## src/rtl/load_store_unit.sv

```systemverilog
// Load/store unit in front of a word-addressed, big-endian data memory.
// Handles byte/half/word loads with extension and sub-word stores via read-modify-write.
module load_store_unit #(
    parameter int MEM_BYTES = 1024
) (
    input  logic        clock,
    input  logic        reset_n,
    input  logic        req_valid,
    output logic        req_ready,
    input  logic        req_write,
    input  logic [1:0]  req_size,
    input  logic        req_unsigned,
    input  logic [31:0] req_address,
    input  logic [31:0] req_wdata,
    output logic        resp_valid,
    output logic [31:0] resp_rdata,
    output logic        resp_misaligned,
    output logic        resp_out_of_range,
    output logic [31:0] mem_address,
    output logic [31:0] mem_write_data,
    output logic        mem_read,
    output logic        mem_write,
    input  logic [31:0] mem_read_data
);

    typedef enum logic [2:0] {
        IDLE,
        READ,
        RMW_READ,
        WRITE,
        RESP
    } state_t;

    state_t      state, next_state;
    logic [31:0] addr_q, wdata_q, rdata_q, merged_q;
    logic [1:0]  size_q;
    logic        write_q, unsigned_q, mis_q, oor_q;

    logic        accept, req_mis, req_oor;
    logic        size_is_byte, size_is_word;
    logic [4:0]  lane_shift;
    logic [31:0] lane_word, lane_mask, load_value, merged_word;

    assign accept = req_valid && (state == IDLE);

    // Misalignment and range are judged on the live request, then frozen at acceptance.
    assign req_mis = ((req_size == 2'b01) && req_address[0]) ||
                     (req_size[1] && (req_address[1:0] != 2'b00));
    assign req_oor = (req_address >= 32'(MEM_BYTES));

    assign size_is_byte = (size_q == 2'b00);
    assign size_is_word = size_q[1];

    // Big-endian lanes: lowest byte offset lives in the most significant bits.
    always_comb begin
        lane_shift = 5'd0;
        lane_mask  = 32'hFFFF_FFFF;
        if (size_is_byte) begin
            lane_shift = {~addr_q[1:0], 3'b000};
            lane_mask  = 32'h0000_00FF << lane_shift;
        end else if (!size_is_word) begin
            lane_shift = {~addr_q[1], 4'b0000};
            lane_mask  = 32'h0000_FFFF << lane_shift;
        end
    end

    assign lane_word   = mem_read_data >> lane_shift;
    assign merged_word = (mem_read_data & ~lane_mask) | ((wdata_q << lane_shift) & lane_mask);

    always_comb begin
        load_value = mem_read_data;
        if (size_is_byte) begin
            load_value = unsigned_q ? {24'h0, lane_word[7:0]}
                                    : {{24{lane_word[7]}}, lane_word[7:0]};
        end else if (!size_is_word) begin
            load_value = unsigned_q ? {16'h0, lane_word[15:0]}
                                    : {{16{lane_word[15]}}, lane_word[15:0]};
        end
    end

    always_ff @(posedge clock or negedge reset_n) begin
        if (!reset_n) begin
            state      <= IDLE;
            addr_q     <= 32'h0;
            wdata_q    <= 32'h0;
            rdata_q    <= 32'h0;
            merged_q   <= 32'h0;
            size_q     <= 2'b00;
            write_q    <= 1'b0;
            unsigned_q <= 1'b0;
            mis_q      <= 1'b0;
            oor_q      <= 1'b0;
        end else begin
            state <= next_state;
            if (accept) begin
                addr_q     <= req_address;
                wdata_q    <= req_wdata;
                size_q     <= req_size;
                write_q    <= req_write;
                unsigned_q <= req_unsigned;
                mis_q      <= req_mis;
                oor_q      <= req_oor;
                rdata_q    <= 32'h0;
            end
            if (state == READ) begin
                rdata_q <= load_value;
            end
            if (state == RMW_READ) begin
                merged_q <= merged_word;
            end
        end
    end

    always_comb begin
        next_state = state;
        case (state)
            IDLE: begin
                if (accept) begin
                    if (req_mis || req_oor) begin
                        next_state = RESP;
                    end else if (!req_write) begin
                        next_state = READ;
                    end else if (req_size[1]) begin
                        next_state = WRITE;
                    end else begin
                        next_state = RMW_READ;
                    end
                end
            end
            READ:     next_state = RESP;
            RMW_READ: next_state = WRITE;
            WRITE:    next_state = RESP;
            RESP:     next_state = IDLE;
            default:  next_state = IDLE;
        endcase
    end

    // The memory bus is driven only during the access states; everything else idles at zero.
    always_comb begin
        req_ready         = (state == IDLE);
        resp_valid        = 1'b0;
        resp_rdata        = 32'h0;
        resp_misaligned   = 1'b0;
        resp_out_of_range = 1'b0;
        mem_address       = 32'h0;
        mem_write_data    = 32'h0;
        mem_read          = 1'b0;
        mem_write         = 1'b0;
        case (state)
            READ, RMW_READ: begin
                mem_read    = 1'b1;
                mem_address = {addr_q[31:2], 2'b00};
            end
            WRITE: begin
                mem_write      = 1'b1;
                mem_address    = {addr_q[31:2], 2'b00};
                mem_write_data = size_is_word ? wdata_q : merged_q;
            end
            RESP: begin
                resp_valid        = 1'b1;
                resp_rdata        = write_q ? 32'h0 : rdata_q;
                resp_misaligned   = mis_q;
                resp_out_of_range = oor_q;
            end
            default: ;
        endcase
    end

endmodule

```

## config.mk

```make
export PLATFORM = sky130hd
export DESIGN_NAME = load_store_unit
export DESIGN_NICKNAME = d
export VERILOG_FILES = /design/src/rtl/load_store_unit.sv
export SDC_FILE = /design/constraint.sdc
export NUM_CORES = 1
export LEC_CHECK = 0
export CAP_MARGIN = 20
export CELL_PAD_IN_SITES_DETAIL_PLACEMENT = 1
export CELL_PAD_IN_SITES_GLOBAL_PLACEMENT = 2
export CORE_AREA = 2 2 118 206
export CTS_CLUSTER_SIZE = 14
export DETAILED_ROUTE_END_ITERATION = 12
export DIE_AREA = 0 0 120 208
export PLACE_DENSITY_LB_ADDON = 0.25
export SLEW_MARGIN = 20
export SYNTH_ARGS = -nofsm -noshare
export SYNTH_HDL_FRONTEND = slang
export SYNTH_SLANG_ARGS = --single-unit
```

## constraint.sdc

```tcl
create_clock -name clock -period 3.4 [get_ports clock]
set_input_delay 0.68 -clock clock [delete_from_list [all_inputs] [get_ports clock]]
set_output_delay 0.68 -clock clock [all_outputs]
set_load 0.02 [all_outputs]
```

# Yosys cells after proc, flatten, opt, wreduce, memory -nomap -nowiden
# Cells that the tools add are included.
[word_totals]
regBits = 137
latchBits = 0
mem_bits_rw = 0
romBits = 0
inputBits = 103
output_inout_bits = 102
wordCells = 64
n_memories = 0
[op_classes]
addsub = 0
n_mul = 0
div_mod_pow = 0
magnitude_cmp = 1
eq_ne = 6
shift = 4
mux = 25
bitwise = 6
reduce_logical = 12
[ops]
columns = ["op", "count"]
rows = [
  ["two-way mux 32 bit", 13],
  ["AND 32 bit", 2],
  [">= comparator 32 x 11 -> 1 bit, second input constant", 1],
  ["inverter 32 bit", 1],
  ["OR 32 bit", 1],
  ["left shift 16 x 5 -> 32 bit, first input constant", 1],
  ["left shift 32 x 5 -> 32 bit", 1],
  ["left shift 8 x 5 -> 32 bit, first input constant", 1],
  [">> shifter 32 x 5 -> 16 bit", 1],
  ["two-way mux 5 bit", 2],
  ["case mux 3 bit (3 select lines)", 1],
  ["equality test 3 x 2 -> 1 bit, second input constant", 2],
  ["two-way mux 1 bit", 6],
  ["two-way mux 3 bit", 2],
  ["nonzero test 2 bit", 2],
  ["OR reduction 2 bit", 2],
  ["equality test 3 x 1 -> 1 bit, second input constant", 1],
  ["equality test 3 bit, second input constant", 1],
  ["logical AND 1 bit", 3],
  ["logical NOT 3 bit", 1],
  ["OR reduction 3 bit", 1],
  ["equality test 2 x 1 -> 1 bit, second input constant", 1],
  ["logical NOT 2 bit", 1],
  ["logical OR 1 bit", 2],
  ["other kinds (4)", 4],
]

# Depth between registers and ports, before layout
[logic_depth]
ltp_word = 8
depth_mapped = 8
mapped_depth_nobuf = 4

# Least setup slack after synthesis
# No wires, ideal clock.
[synth_timing]
path_kind = "reg2out"
from = "register state[1]"
to = "output resp_rdata[22]"
arrival_ps = 1529
t_required_ps = 2720
setup_slack_ps = 1191
stages_incl_launch_ff = 6
n_path_buf = 2
path_cell_list = "dfrtp_1 buf_2 nor2_1 and2_1 clkbuf_1 and3_1"
[synth_between]
elab_chain_len = 2
[synth_lines]
columns = ["element", "line_no", "source"]
rows = [
  ["from (decl)", "34", "state_t state, next_state;"],
  ["from (signal assigned)", "94", "state <= next_state;"],
  ["equality test 3 bit", "149", "case (state)"],
  ["two-way mux 32 bit", "149", ""],
  ["to (decl)", "16", "output logic [31:0] resp_rdata,"],
]
# Every way passes these cells.

# Worst setup path after layout
[layout_timing]
from = "register size_q[1]"
to = "output mem_write_data[3]"
[layout_between]
elab_chain_len = 2
[layout_lines]
columns = ["element", "line_no", "source"]
rows = [
  ["from (decl)", "36", "logic [1:0] size_q;"],
  ["from (signal assigned)", "98", "size_q <= req_size;"],
  ["two-way mux 32 bit", "157", "mem_write_data = size_is_word ? wdata_q : merged_q;"],
  ["two-way mux 32 bit", "149", ""],
  ["to (decl)", "20", "output logic [31:0] mem_write_data,"],
]
# Every way passes these cells.

==> reports/results.ini <==
[clock_network]
clk_root_buffer_cell=clkbuf_16
cts_setup_buffers=0
path_clk_slew_ps=60
cts_resized=0
h-tree-depth=4
cts.sinks=137
cts_inserted_buffers=17
clock_latency_ps=420
cts_hold_buf=0
cts_tree=yes
clockBufferDepth=2

[synthesis]
synth_top_family_by_area=multiplexers
ys_ff_latch=137
ys_types=40
synth_top_area_cell=dfrtp_1
synth-async-reset-ratio_pct=100
synthAdderAreaFrac_pct=0
yosysWarnings=0
syn_inst=711
synth_xor_area_share_pct=0
synthMuxAreaShare_pct=19.4
synth_top_area_share_pct=46.7
synth_edf_count=0
synthSimpleGateAreaFrac_pct=15.7
synth_area_um2=7350
yosys_most_used_dff=dfrtp_1
syn_avg_cell_area_um2=10.3
ys_top_cells_by_area=dfrtp_1 (47%), mux2_2 (10%), mux2i_1 (6.5%)
synth_compound_area_share_pct=14.0
synth_seq_area_share_pct=46.7

[timing]
slew_headroom_pct=47.3
rsz0062_at_grt=false
setup_viol=0
fmax_mhz=316
whs_ps=245
finalClockSkew_ps=8.04
finalCritPeriodShare_pct=93.0
final_hold_viol_count=0
period_minus_slack_ps=3160
tns_ps=0
worstMarginPinSlew_ps=791
maxSlewViolCount=0

[layout]
antennaDiodeCount=0
nets=996
area_growth_pct=38.3
fin_area_um2=10200
drive_gt1_share_pct=14.7

[min_path]
min_path_type=in -> async

[critical_path]
cp_max_fo=28
reg2reg_to=merged_q[26]$_DFFE_PN0N_
crit_type=reg -> out
path_buf_inv=2
max_stage_delay_ps=870
cp-start-kind=flop
slowest_stage=dfrtp_2
rrSetupSlack_ps=610
r2r_start=size_q[1]$_DFFE_PN0P_
rr_worst_depth=5
required_ps=2720
crit_family=buffers and inverters
crit_arrival_ps=2480
path_cells=buf_4 -> mux2i_1 -> nor2_1 -> clkdlybuf4s50_1
end_kind=output pin

[global_routing]
antenna_found_initial=0
grt_util_all_layers_pct=20.7
grt_pass1_vias=7016
grt.busiest_layer=met2
grtUsageMet3_pct=5.07
grt_pass1_wl_mm=39.8
grtUsageMet1_pct=22.9
overflow=0
grt_max_degree=74
use_met2_pct=36.7

[floorplanning]
die_x_um=120
chipHeight_um=208
die-area_um2=25000
core-area_um2=23200
io_pins=205
start_util_pct=31.6
rows=74

[drt]
drtPass1Iterations=4
avgViaCountPerCell=5.21
drt-initial-drc-count=280
drcViolationCount=0
drt-total-wl_mm=25.2
via_count=6279
wl_per_cell_um=20.9
ant_nets=0

[placed_design]
dp_hpwl_mm=19.5
gp_congestion=0.831
portBuffers=202
placed_cell_area_um2=9650

[power]
leakage_nw=4.32
peakVddDrop_v=0.000263
powerDensity_nw_per_um2=440

[flow_run]
maxCapViolations=0

[run_status]
status=completed

## logic make-up (layout without fill, tap and decap cells)
kind of cell           count (synthesis)  in the layout
other                                  1              2
buffers and inverters                 64            253
DFF                                  137            137
muxes                                124            124
AOI/OAI and AO/OA                    155            155
and+or+nand+nor                      230            230
## metrics by stage
stage / power [mW] / setup WS (ps) / instances / utilization, %
global placement: 2.80 / 692 / 1178 / 41.5
global route: 4.67 / 109 / 1205 / 43.7
CTS: 4.53 / 191 / 1205 / 43.7
floorplan: 2.46 / 1190 / 712 / -
finish: 4.47 / 239 / 1205 / 43.7
detailed placement: 2.84 / 610 / 1178 / 41.5
## layout make-up
class,count,area [µm²]
clock inverter,4,20.0
tap,304,380
fill,2531,13100
timing repair buffer,222,2200
clock buffer,23,498
sequential,137,3430
multi-input combinational,511,3620
inverter,4,15.0
## how the worst max path moves through the flow
stage | from | end | slack [ps] | depth (start not counted)
floorplan | state[1]$_DFFE_PN0P_ | resp_rdata[22] | 1190 | 5
global placement | size_q[1]$_DFFE_PN0P_ | merged_q[26]$_DFFE_PN0N_ | 690 | 5
detailed placement | size_q[1]$_DFFE_PN0P_ | merged_q[26]$_DFFE_PN0N_ | 610 | 5
CTS | size_q[1]$_DFFE_PN0P_ | mem_write_data[3] | 190 | 4
global route | state[1]$_DFFE_PN0P_ | resp_rdata[1] | 110 | 5
finish | size_q[1]$_DFFE_PN0P_ | mem_write_data[3] | 240 | 4
## synth_stat cells (2+ instances only)
cell type	count
o22ai_1	15
mux2i_1	48
nand3b_1	3
inv_1	4
buf_6	5
nor2_1	62
nor4_1	6
and3_1	34
a221o_1	8
dfrtp_1	137
mux2_2	68
o31ai_1	31
and2_1	42
buf_4	2
nand2_1	55
o21ai_0	28
mux4_2	8
nor3_1	4
clkbuf_1	33
a211o_1	8
a211oi_1	16
a21o_1	3
nor2b_1	15
buf_2	20
nand2b_1	2
a21oi_1	40
## state kept, by name, indices dropped and copies added (netlist names)
| name | count |
|---|---|
| write_q | 1 |
| oor_q | 1 |
| mis_q | 1 |
| unsigned_q | 1 |
| wdata_q | 32 |
| rdata_q | 32 |
| merged_q | 32 |
| state | 3 |
| size_q | 2 |
| addr_q | 32 |
## report_power, final
part | switching [mW] | internal (mW)
sequential | 0.148 | 1.75
combinational | 0.451 | 0.455
clock | 0.664 | 1.00
total | 1.26 | 3.21
## metal layers
layer / routed length [µm] / vias up
met2: 13100 / 197
li1: - / 2909
met5: 0 / -
met4: 942 / 0
met3: 1240 / 50
met1: 9900 / 3123
## cell usage in the layout, fill, tap and decap left out, types with 2 or more instances in the layout
cell	synthesis	final
a211o_1	8	8
a211oi_1	16	16
a21o_1	3	3
a21oi_1	40	40
a221o_1	8	8
and2_1	42	41
and3_1	34	34
buf_12	0	2
buf_4	2	18
clkbuf_16	0	17
clkbuf_8	0	5
clkdlybuf4s50_1	0	201
clkinv_2	0	4
conb_1	1	2
dfrtp_1	137	136
inv_1	4	4
mux2_2	68	68
mux2i_1	48	48
mux4_2	8	8
nand2_1	55	55
nand2b_1	2	2
nand3b_1	3	3
nor2_1	62	62
nor2b_1	15	15
nor3_1	4	3
nor4_1	6	6
o21ai_0	28	28
o22ai_1	15	15
o31ai_1	31	31
No activity file was read; power rests on OpenSTA's default activity.
